## config.mk

```make
export PLATFORM = sky130hd
export DESIGN_NAME = cla_seq_adder
export DESIGN_NICKNAME = d
export VERILOG_FILES = /design/src/rtl/cla_pkg.sv /design/src/rtl/cla_chunk.sv /design/src/rtl/cla_seq_adder.sv
export SDC_FILE = /design/constraint.sdc
export NUM_CORES = 1
export LEC_CHECK = 0
export ABC_AREA = 1
export BUFFER_PORTS_ARGS = -buffer_cell sky130_fd_sc_hd__buf_2
export CAP_MARGIN = 20
export CELL_PAD_IN_SITES_DETAIL_PLACEMENT = 1
export CELL_PAD_IN_SITES_GLOBAL_PLACEMENT = 1
export CORE_MARGIN = 2
export CORE_UTILIZATION = 35
export CTS_BUF_LIST = sky130_fd_sc_hd__clkbuf_8 sky130_fd_sc_hd__clkbuf_16
export DETAILED_ROUTE_END_ITERATION = 8
export GPL_ROUTABILITY_DRIVEN = 0
export PLACE_DENSITY_LB_ADDON = 0.1
export SKIP_LAST_GASP = 1
export SLEW_MARGIN = 25
export SYNTH_ARGS = -nofsm -noshare
export SYNTH_HDL_FRONTEND = slang
export SYNTH_SLANG_ARGS = --single-unit
export TNS_END_PERCENT = 100
```

## constraint.sdc

```tcl
create_clock -name clk -period 5.8 [get_ports clk]
set_input_delay 1.16 -clock clk [delete_from_list [all_inputs] [get_ports clk]]
set_output_delay 1.16 -clock clk [all_outputs]
set_load 0.01 [all_outputs]
```

## src/rtl/cla_pkg.sv

```systemverilog
// Shared types and defaults for the chunked carry-lookahead adder.
// Holds the FSM encoding, default geometry and the lookahead carry helper.
package cla_pkg;

  typedef enum logic [1:0] {
    IDLE = 2'd0,
    CALC = 2'd1,
    DONE = 2'd2
  } state_e;

  localparam int unsigned DEF_WIDTH = 32;
  localparam int unsigned DEF_CHUNK = 8;

  // Flat sum-of-products carry into position n: G[n-1] | P[n-1]G[n-2] | ... | P..P0 c0
  function automatic logic cla_carry(
    input logic [63:0] g,
    input logic [63:0] p,
    input logic        c0,
    input int          n
  );
    logic r;
    logic pr;
    r  = 1'b0;
    pr = 1'b1;
    for (int i = 63; i >= 0; i--) begin
      if (i < n) begin
        r  = r | (pr & g[i]);
        pr = pr & p[i];
      end
    end
    return r | (pr & c0);
  endfunction

endpackage

```

## src/rtl/cla_chunk.sv

```systemverilog
// Combinational CHUNK-bit two-level carry-lookahead adder.
// Bits form 4-bit groups with group P/G; group carries come from one lookahead level.
module cla_chunk
  import cla_pkg::*;
#(
  parameter int unsigned CHUNK = DEF_CHUNK
) (
  input  logic [CHUNK-1:0] x,
  input  logic [CHUNK-1:0] y,
  input  logic             ci,
  output logic [CHUNK-1:0] s,
  output logic             co,
  output logic             c_msb
);

  localparam int unsigned NG = CHUNK / 4;

  if ((CHUNK % 4) != 0 || CHUNK < 4 || CHUNK > 256) begin : g_bad_chunk
    $error("cla_chunk: CHUNK must be a multiple of 4 in 4..256");
  end

  logic [CHUNK-1:0] p;
  logic [CHUNK-1:0] g;
  logic [CHUNK-1:0] bc;
  logic [NG-1:0]    grp_p;
  logic [NG-1:0]    grp_g;
  logic [NG:0]      gc;

  assign p = x ^ y;
  assign g = x & y;

  for (genvar j = 0; j < NG; j++) begin : g_grp
    logic [3:0] pg;
    logic [3:0] gg;
    assign pg       = p[4*j +: 4];
    assign gg       = g[4*j +: 4];
    assign grp_p[j] = &pg;
    assign grp_g[j] = cla_carry(64'(gg), 64'(pg), 1'b0, 4);
    for (genvar b = 0; b < 4; b++) begin : g_bit
      assign bc[4*j+b] = cla_carry(64'(gg), 64'(pg), gc[j], b);
    end
  end

  for (genvar j = 0; j <= NG; j++) begin : g_gc
    assign gc[j] = cla_carry(64'(grp_g), 64'(grp_p), ci, j);
  end

  assign s     = p ^ bc;
  assign co    = gc[NG];
  assign c_msb = bc[CHUNK-1];

endmodule

```

## src/rtl/cla_seq_adder.sv

```systemverilog
// Sequential adder resolving CHUNK bits per cycle with a lookahead chunk adder.
// Define CLA_SUB_EN to add the sub port (a + ~b + 1, cin ignored).
module cla_seq_adder
  import cla_pkg::*;
#(
  parameter int unsigned WIDTH = DEF_WIDTH,
  parameter int unsigned CHUNK = DEF_CHUNK
) (
  input  logic             clk,
  input  logic             rst_n,
  input  logic             in_valid,
  output logic             in_ready,
  input  logic [WIDTH-1:0] a,
  input  logic [WIDTH-1:0] b,
  input  logic             cin,
`ifdef CLA_SUB_EN
  input  logic             sub,
`endif
  output logic             out_valid,
  input  logic             out_ready,
  output logic [WIDTH-1:0] sum,
  output logic             cout,
  output logic             ovf,
  output logic             zero
);

  localparam int unsigned NCH = WIDTH / CHUNK;
  localparam int unsigned KW  = (NCH > 1) ? $clog2(NCH) : 1;

  if ((WIDTH % CHUNK) != 0 || (CHUNK % 4) != 0 || WIDTH < CHUNK) begin : g_bad_cfg
    $error("cla_seq_adder: need WIDTH%%CHUNK==0, CHUNK%%4==0, WIDTH>=CHUNK");
  end

  state_e           state_q, state_d;
  logic [KW-1:0]    k_q, k_d;
  logic             carry_q, carry_d;
  logic [WIDTH-1:0] a_q, a_d;
  logic [WIDTH-1:0] b_q, b_d;
  logic [WIDTH-1:0] sum_q, sum_d;
  logic             cout_q, cout_d;
  logic             ovf_q, ovf_d;
  logic             zero_q, zero_d;

  logic             sub_eff;
  logic             accept;
  logic             last;
  logic [CHUNK-1:0] ch_s;
  logic             ch_co;
  logic             ch_msb;

`ifdef CLA_SUB_EN
  assign sub_eff = sub;
`else
  assign sub_eff = 1'b0;
`endif

  assign in_ready  = (state_q == IDLE) | ((state_q == DONE) & out_ready);
  assign accept    = in_valid & in_ready;
  assign last      = (k_q == KW'(NCH - 1));
  assign out_valid = (state_q == DONE);
  assign sum       = sum_q;
  assign cout      = cout_q;
  assign ovf       = ovf_q;
  assign zero      = zero_q;

  cla_chunk #(.CHUNK(CHUNK)) u_chunk (
    .x     (a_q[k_q*CHUNK +: CHUNK]),
    .y     (b_q[k_q*CHUNK +: CHUNK]),
    .ci    (carry_q),
    .s     (ch_s),
    .co    (ch_co),
    .c_msb (ch_msb)
  );

  always_comb begin
    state_d = state_q;
    k_d     = k_q;
    carry_d = carry_q;
    a_d     = a_q;
    b_d     = b_q;
    sum_d   = sum_q;
    cout_d  = cout_q;
    ovf_d   = ovf_q;
    zero_d  = zero_q;
    unique case (state_q)
      IDLE: ;
      CALC: begin
        sum_d[k_q*CHUNK +: CHUNK] = ch_s;
        carry_d = ch_co;
        k_d     = k_q + 1'b1;
        if (last) begin
          state_d = DONE;
          k_d     = '0;
          cout_d  = ch_co;
          ovf_d   = ch_msb ^ ch_co;
          zero_d  = (sum_d == '0);
        end
      end
      DONE: begin
        if (out_ready & ~in_valid) state_d = IDLE;
      end
      default: state_d = IDLE;
    endcase
    // Subtraction folds into the operand: invert b and force the carry-in.
    if (accept) begin
      state_d = CALC;
      k_d     = '0;
      a_d     = a;
      b_d     = sub_eff ? ~b : b;
      carry_d = sub_eff | cin;
    end
  end

  always_ff @(posedge clk or negedge rst_n) begin
    if (!rst_n) begin
      state_q <= IDLE;
      k_q     <= '0;
      carry_q <= 1'b0;
      a_q     <= '0;
      b_q     <= '0;
      sum_q   <= '0;
      cout_q  <= 1'b0;
      ovf_q   <= 1'b0;
      zero_q  <= 1'b0;
    end else begin
      state_q <= state_d;
      k_q     <= k_d;
      carry_q <= carry_d;
      a_q     <= a_d;
      b_q     <= b_d;
      sum_q   <= sum_d;
      cout_q  <= cout_d;
      ovf_q   <= ovf_d;
      zero_q  <= zero_d;
    end
  end

endmodule

```

==> metrics.csv, run 1 <==
metric;value;unit
CP max stage delay;0.61;ns
warning count from the yosys run;0;
FILL cells;1804;
Worst slew margin;42.6;%
cell count after placement;862;
most used cell along the critical path;nand2_1;
critical path endpoint category;flop;
outcome;finished clean;
class of the worst hold path;reg2reg;
final wirelength;15400;um
setup TNS;0;ns
I/O pin count;106;
Initial Util;35.5;%
Vias/cell;5.09;
unrepaired setup endpoints after global routing;false;
mux contribution to synthesized area;13.4;%
HPWL Detailed;11300;um
TritonCTS clock tree;built;
Slowest-stage cell, CP;dfrtp_1;
fin cells;878;
CTS Hold Bufs;0;
r2r setup slk;1.90;ns
via count;4470;
diode count;0;
Syn Nets;677;
PortBufs;105;
root buffer cell;clkbuf_16;
Clock Skew;0.00587;ns
die extent in y;128;um
VDD IR max;0.000275;V
Synth Area in Adders;4.01;%
crit path launch type;flop;
Netlist Area Pre-Place;5360;um2
layout cells sized above 1;29.4;%
sequential area share after synthesis;48.5;%
Total GRT Usage;19.9;%
number of synthesized register bits;104;
post_cts resized;0;
Distinct cells, synth;33;
die area;16300;um2
die width;128;um
Mean Syn Cell Area;9.06;um2
H-tree Lvls;3;
Setup CP Type;reg2reg;
fmax;256;MHz
Post-Synthesis Cells;592;
Worst-Skew Late Latency;0.35;ns
Fin. Hold Viols;0;
grt total ovfl;0;
clock sinks;104;
Layout Nets;770;
DR pass1 iterations;4;
minimum clock period;3.90;ns
critical path arrival;4.20;ns
Slew Limit Fails;0;
Required @ worst endpoint;6.10;ns
# setup viols final;0;
Post-CTS Setup Bufs;0;
Worst Tran Pin Value;0.861;ns
core area;15100;um2
TritonCTS buffer count;9;
max_cap viols;0;
clk slew on worst S/H paths;0.07;ns
antenna-violating nets left;0;
CP Cell Sequence;inv_1 -> o21ai_0 -> o22ai_1 -> ha_1 -> nand2_1 -> inv_1 -> nand3_1 -> nand2_2 -> fa_1 -> nand3_1 -> o21ai_0 -> nor2_1 -> nand2_1 -> nor2_1 -> nand2_1 -> nor2_1 -> nand3_1 -> nor2_1 -> nand2_1 -> nor2_1 -> nand2_1 -> nand2_1;
Cell Pwr Density;704;nW/um2
clock buffer depth;2;
DRC viols;0;
largest net degree at the start of global routing;68;
Final period util;67.3;%
simple-gate share of the synthesized area;18.1;%
XOR/XNOR Fraction of Synth Area;0;%
Rows;45;
vias in the first global route;4769;
Pleak;3.10;nW
first-pass GRT wire length;25300;um
initial antenna violation count;0;
Area Overhead vs Synth;18.5;%
main combinational cell family by area after synthesis;simple AND/OR/NAND/NOR gates;
compound-gate portion of the synthesized area;10.7;%
drt wl/cell;17.6;um
critical path peak fanout;22;
number of DRC markers in iteration 0;130;
through the flow:
step                setup WS, ns  util, %  hold slack [ns]  instance area, um2  power, mW
floorplan                   2.47        -            0.474                5360       3.04
global placement            2.11     40.0            0.461                6040       3.73
detailed placement          1.93     40.0            0.475                6040       3.83
CTS                         1.87     42.1            0.494                6360       4.52
global route                1.43     42.1            0.504                6360       4.89
finish                      1.90     42.1            0.486                6360       4.48
worst max-delay path, delay by kind of cell (launching register included):
family	cells	cell delay (ns)
buffers and inverters	2	0.65
AOI/OAI and AO/OA	3	0.52
and+or+nand+nor	15	1.21
DFF	1	0.61
adders and majority gates	2	0.84
sequential cells by signal (all words and copies together), names as in the netlist:
| signal | cells |
|---|---|
| a_q | 32 |
| b_q | 32 |
| sum | 32 |
| k_q | 2 |
| state_q | 2 |
| carry_q | 1 |
| cout | 1 |
| ovf | 1 |
| zero | 1 |
power breakdown:
group,leakage [nW],internal [mW],switching (mW)
combinational,1.67,0.913,1.59
sequential,1.27,1.07,0.234
clock,0.158,0.380,0.289
cell families (layout without fill, tap and decap cells):
logic type,count (synthesis),after routing
adders and majority gates,16,16
muxes,64,64
DFF,104,104
buffers and inverters,71,169
AOI/OAI and AO/OA,102,102
and+or+nand+nor,235,235
cells in the mapped netlist:
| master | n | area, um2 |
|---|---|---|
| buf_2 | 8 | 40.0 |
| ha_1 | 14 | 175 |
| a21o_1 | 1 | 7.51 |
| nand3b_1 | 1 | 7.51 |
| nand4_1 | 11 | 68.8 |
| nor2_4 | 1 | 11.3 |
| nor2_2 | 1 | 6.26 |
| inv_2 | 4 | 15.0 |
| nor2_1 | 74 | 278 |
| a31oi_1 | 9 | 56.3 |
| a21boi_1 | 2 | 15.0 |
| o22ai_1 | 15 | 93.8 |
| or2_2 | 1 | 6.26 |
| dfrtp_1 | 104 | 2600 |
| a32oi_1 | 2 | 17.5 |
| nand3_1 | 21 | 105 |
| a21oi_2 | 2 | 17.5 |
| o21a_1 | 1 | 7.51 |
| fa_1 | 2 | 40.0 |
| a22oi_1 | 1 | 7.51 |
| inv_1 | 41 | 154 |
| o211ai_1 | 1 | 7.51 |
| clkbuf_1 | 16 | 60.1 |
| a21oi_1 | 8 | 40.0 |
| o21ai_1 | 2 | 10.0 |
| nand2_2 | 4 | 25.0 |
| buf_1 | 1 | 3.75 |
| mux2_2 | 64 | 721 |
| nand2_1 | 120 | 450 |
| o21ai_0 | 57 | 285 |
| nand3_2 | 1 | 10.0 |
| buf_6 | 1 | 11.3 |
| a21boi_0 | 1 | 7.51 |
layout by cell type (no fill, tap or decap), drive strengths merged, types with 11 or more instances in the layout:
master,n
nand2,124
buf,108
dfrtp,104
nor2,76
mux2,64
o21ai,59
inv,48
nand3,22
o22ai,15
ha,14
nand4,11
final timing paths:
kind | cells after the start | endpoint | startpoint
hold reg to reg | 2 | cout | cout
setup / recovery | 22 | zero | k_q[1]
max in group asynchronous | 2 | sum[22] | rst_n
min in group asynchronous | 1 | sum[13] | rst_n
setup reg to reg | 22 | zero | k_q[1]
hold / removal | 2 | cout | cout
per-layer routing:
layer,global-route usage [%],share of wire (%)
met2,34.0,48
met1,26.1,47
met5,0,0
met4,7.18,2.0
met3,2.59,2.8
final cells by class:
| type | instances | area, um2 | share of cell area, % |
|---|---|---|---|
| Timing Repair Buffer | 108 | 551 | 8.66 |
| Sequential cell | 104 | 2600 | 40.9 |
| Inverter | 45 | 169 | 2.66 |
| Clock buffer | 9 | 225 | 3.54 |
| Multi-Input combinational cell | 417 | 2480 | 39.0 |
| Clock inverter | 7 | 93.8 | 1.48 |
| Tap cell | 188 | 235 | 3.70 |
Power figures use the tool's default switching activity.
==> inputs of run 2 (changes only) <==
- clock period: 5.8 -> 3.4 ns (I/O delays scaled with it)
==> run 2 against run 1 <==
Via count rose by 1.7%. Sequential share of layout area fell by 1.3 points. Fmax rose by 22%. First-iteration DRC count rose by 18%. Sequential power rose by 70%. Routed wire length rose by 0.89%. Worst hold slack got worse by 0.16 ns. Sequential cell count did not move. Critical endpoint unchanged.
==> metrics.csv, run 2 (synthesis results as in run 1) <==
metric;value;unit
Initial Util;35.5;%
first-pass GRT wire length;25400;um
DR pass1 iterations;4;
Slew Limit Fails;0;
initial antenna violation count;0;
most used cell along the critical path;nand2_1;
FILL cells;1786;
met3 GRT Util;3.84;%
crit path from;k_q[0];
Area Overhead vs Synth;22.5;%
Layout Nets;786;
sequential group share of total power;27.8;%
root buffer cell;clkbuf_16;
class of the worst hold path;in2async;
M1 GR Usage;25.9;%
diode count;0;
Pleak;3.18;nW
Int Pwr;4.26;mW
TritonCTS buffer count;9;
cell family with most CP delay;simple AND/OR/NAND/NOR gates;
share of total power in combinational logic;58.7;%
Buf+Inv Stages, Crit Path;2;
clock buffer depth;2;
Core Util, Final;43.5;%
Slowest-stage cell, CP;fa_2;
Final period util;94.2;%
critical path peak fanout;16;
minimum clock period;3.20;ns
CP Cell Sequence;buf_6 -> o21ai_0 -> o22ai_2 -> ha_1 -> nand2_1 -> inv_1 -> nand3_2 -> nand2_2 -> fa_2 -> nand3_2 -> o21ai_2 -> nor2_1 -> nand2_1 -> nor2_1 -> nand2_1 -> nor2_2 -> nand3_1 -> nor2_1 -> nand2_1 -> nor2_1 -> nand2_1 -> nand2_1;
vias in the first global route;4844;
unrepaired setup endpoints after global routing;true;
Rows;45;
GRT met2 Usage;33.9;%
max_cap viols;0;
Worst-Skew Late Latency;0.35;ns
DRC viols;0;
Clk network pwr share;13.6;%
fmax;312;MHz
CTS Hold Bufs;0;
crit path launch type;flop;
Cell Pwr Density;1210;nW/um2
Place WS;0.0400;ns
critical path arrival;3.50;ns
PortBufs;105;
Min Hold Slack;0.328;ns
clk slew on worst S/H paths;0.07;ns
layout cells sized above 1;33.4;%
Setup CP Type;reg2reg;
antenna-violating nets left;0;
die area;16300;um2
largest net degree at the start of global routing;60;
fin worst setup slack;0.197;ns
gr busiest metal;met2;
I/O pin count;106;
Pwr Total;7.97;mW
CP Capture Point;zero;
clock sinks;104;
H-tree Lvls;3;
number of DRC markers in iteration 0;153;
most common cell after layout, fill and taps aside;nand2_1;
die extent in y;128;um
final wirelength;15600;um
die width;128;um
outcome;finished clean;
critical path endpoint category;flop;
VDD IR max;0.000375;V
Required @ worst endpoint;3.70;ns
TritonCTS clock tree;built;
CP max stage delay;0.52;ns
r2r setup slk;0.20;ns
Worst path depth;22;
# setup viols final;0;
Total GRT Usage;19.9;%
Worst slew margin;55.2;%
via count;4548;
R2R Path Start;k_q[0];
drt wl/cell;17.4;um
Vias/cell;5.09;
core area;15100;um2
sw frac;46.6;%
grt total ovfl;0;
Worst Tran Pin Value;0.669;ns
most frequent cells in the layout;nand2_1, buf_2, dfrtp_1, nor2_1, mux2_2;
HPWL Detailed;11600;um
Clock Skew;0.00787;ns
Psw;3.72;mW
Fin. Hold Viols;0;
reg2reg end;zero;
reg2reg path depth;22;
-- run 2: changes by cell type in the layout (fill, tap and decap cells not counted), moves of 3 or more --
cell / delta
a21oi_2: +3
buf_4: +11
o21ai_1: +3
a21oi_1: -3
o21ai_0: -6
o21ai_2: +3
-- run 2: per-layer routing --
layer,vias to the layer above,wire length [um]
li1,2197,-
met1,2249,7170
met2,86,7630
met3,16,533
met4,0,240
met5,-,0
-- run 2: power groups by stage --
stage                     combinational (mW)  sequential, mW  clock, mW
after floorplan                         3.02            2.16          0
after global placement                  4.29            2.20          0
after detailed placement                4.38            2.22          0
after CTS                               4.41            2.20       1.11
after global routing                    5.29            2.30       1.16
final                                   4.68            2.21       1.08
-- run 2: worst min-delay path by stage --
stage	end	cells past startpoint	start
floorplan	a_q[0]	0	rst_n
CTS	sum[9]	1	rst_n
global placement	cout	2	cout
global route	sum[9]	1	rst_n
finish	sum[9]	1	rst_n
detailed placement	ovf	2	ovf
-- run 2: final cells by class --
| cell class | instances | area [um2] | share of cell area [%] |
|---|---|---|---|
| tap | 188 | 235 | 3.58 |
| sequential | 104 | 2610 | 39.6 |
| multi-input combinational | 417 | 2540 | 38.7 |
| clock buffer | 10 | 239 | 3.64 |
| timing repair buffer | 123 | 696 | 10.6 |
| clock inverter | 6 | 67.6 | 1.03 |
| inverter | 45 | 178 | 2.70 |
| timing repair inverter | 1 | 7.51 | 0.114 |
-- run 2: stage by stage --
step / instances / instance area [um2] / setup TNS [ns]
CTS: 888 / 6430 / 0
finish: 894 / 6570 / 0
global placement: 872 / 6120 / 0
detailed placement: 872 / 6120 / 0
global route: 894 / 6570 / -0.0915
floorplan: 592 / 5360 / 0
-- run 2: timing repair --
item / CTS / global route
buffers inserted: 0 / 5
gates resized for setup: 0 / 33
setup endpoints to repair: 0 / 1
==> inputs of run 3 (changes only) <==
- CORE_UTILIZATION: 35 -> 38
==> run 3 against run 2 <==
Routed wire length decreased by 2.0%. Register-to-register slack got worse by 0.12 ns. Critical endpoint unchanged. Highest routed layer unchanged. Worst hold slack improved by 0.065 ns. Core utilization increased by 4.0 points. Critical path depth unchanged. Clock-buffer cell count decreased by 1. Sequential cell count unchanged.
==> metrics.csv, run 3 (synthesis results as in run 1) <==
metric;value;unit
grt total ovfl;0;
die area;15100;um2
reg2reg end;zero;
Slowest-stage cell, CP;fa_2;
Fin. Hold Viols;0;
share of total power in combinational logic;58.9;%
R2R Path Start;k_q[1];
largest net degree at the start of global routing;57;
cell count after placement;862;
first-pass GRT wire length;24300;um
final wirelength;15300;um
Total GRT Usage;20.9;%
# setup viols final;0;
Psw;3.76;mW
Initial Util;38.8;%
antenna-violating nets left;0;
DRC viols;0;
Area Overhead vs Synth;22.6;%
I/O pin count;106;
TritonCTS buffer count;9;
Worst slew margin;49.2;%
GRT met2 Usage;36.0;%
Slew Limit Fails;0;
sw frac;46.7;%
Worst-Skew Late Latency;0.36;ns
most frequent cells in the layout;nand2_1, buf_2, dfrtp_1, nor2_1, mux2_2;
die extent in y;123;um
Pleak;3.18;nW
H-tree Lvls;3;
Layout Nets;785;
diode count;0;
max_cap viols;0;
Required @ worst endpoint;3.69;ns
critical path endpoint category;flop;
most used cell along the critical path;nand2_1;
most common cell after layout, fill and taps aside;nand2_1;
fmax;301;MHz
HPWL Detailed;11300;um
minimum clock period;3.33;ns
drt wl/cell;17.3;um
crit path launch type;flop;
PortBufs;105;
clk slew on worst S/H paths;0.07;ns
number of DRC markers in iteration 0;189;
critical path peak fanout;6;
VDD IR max;0.000405;V
setup TNS;0;ns
r2r setup slk;0.07;ns
CP Cell Sequence;clkinvlp_4 -> a21oi_2 -> a32oi_2 -> ha_1 -> nand2_1 -> nand2_2 -> nand3_2 -> nand2_4 -> fa_2 -> nand3_2 -> o21ai_2 -> nor2_2 -> nand2_1 -> nor2_1 -> nand2_1 -> nor2_2 -> nand3_1 -> nor2_1 -> nand2_1 -> nor2_2 -> nand2_1 -> nand2_1;
outcome;finished clean;
clock sinks;104;
Clk network pwr share;13.4;%
layout cells sized above 1;33.8;%
initial antenna violation count;0;
Worst Tran Pin Value;0.763;ns
Cell Pwr Density;1220;nW/um2
class of the worst hold path;in2async;
Setup CP Type;reg2reg;
Min Hold Slack;0.393;ns
via count;4544;
clock buffer depth;2;
Clock Skew;0.00873;ns
unrepaired setup endpoints after global routing;true;
core area;13800;um2
M1 GR Usage;26.8;%
CP max stage delay;0.51;ns
reg2reg path depth;22;
Final period util;97.9;%
fin cells;885;
sequential group share of total power;27.7;%
root buffer cell;clkbuf_16;
critical path arrival;3.62;ns
met3 GRT Util;3.21;%
vias in the first global route;4689;
Int Pwr;4.28;mW
DR pass1 iterations;4;
gr busiest metal;met2;
Vias/cell;5.13;
TritonCTS clock tree;built;
die width;123;um
Rows;43;
## run 3: cell types whose count changed in the layout (fill, tap and decap cells not counted), sizes merged
cell	before	now
clkbuf	10	9
clkinv	1	2
buf	123	122
## run 3: area by class of cell
class / count / area (um2)
fill: 1664 / 7250
clock buffer: 9 / 225
inverter: 45 / 178
tap: 180 / 225
multi-input combinational: 417 / 2550
timing repair inverter: 1 / 7.51
clock inverter: 7 / 78.8
timing repair buffer: 122 / 701
sequential: 104 / 2610
## run 3: worst max path at each step
stage                     slack [ns]  cells after the start  endpoint    from
after CTS                      0.005                     22      zero  k_q[0]
after detailed placement      -0.003                     22      zero  k_q[0]
after global placement          0.11                     22      zero  k_q[0]
after floorplan                 0.07                     24      zero  k_q[0]
final                           0.07                     22      zero  k_q[1]
after global routing           -0.19                     22      zero  k_q[1]
## run 3: what timing repair did
item	in CTS	in global routing
gates resized for setup	1	37
gates cloned	0	1
setup buffers	0	6
endpoints found under the setup margin	1	1
hold endpoints to repair	0	0
pin swaps	0	17
hold buffers	0	0
## run 3: routing by layer
metal | share of wire, % | vias to the layer above
met1 | 46 | 2239
met2 | 50 | 84
li1 | - | 2205
met4 | 1.7 | 0
met3 | 2.9 | 16
met5 | 0 | -
## run 3: power groups by stage
stage	combinational [mW]	clock, mW	sequential (mW)
2_1_floorplan	3.02	0	2.16
3_3_place_gp	4.22	0	2.20
3_5_place_dp	4.33	0	2.22
4_1_cts	4.36	1.10	2.20
5_1_grt	5.29	1.14	2.30
6_report	4.74	1.08	2.23
## run 3: critical path, delay by kind of cell, from the launching register on
family / cells / cell delay, ns
AO/OA/AOI/OAI: 3 / 0.33
buffers and inverters: 1 / 0.23
flip-flops: 1 / 0.47
AND/OR/NAND/NOR: 16 / 1.39
adder cells (fa/ha/maj): 2 / 0.83
## run 3: per-stage QoR
stage               area [um2]  setup slack [ns]  util [%]  total power, mW
finish                    6580            0.0728      47.6             8.04
detailed placement        6110          -0.00317      44.2             6.55
global placement          6110             0.106      44.2             6.42
floorplan                 5360            0.0661         -             5.19
global route              6580            -0.195      47.6             8.74
CTS                       6420           0.00501      46.4             7.67
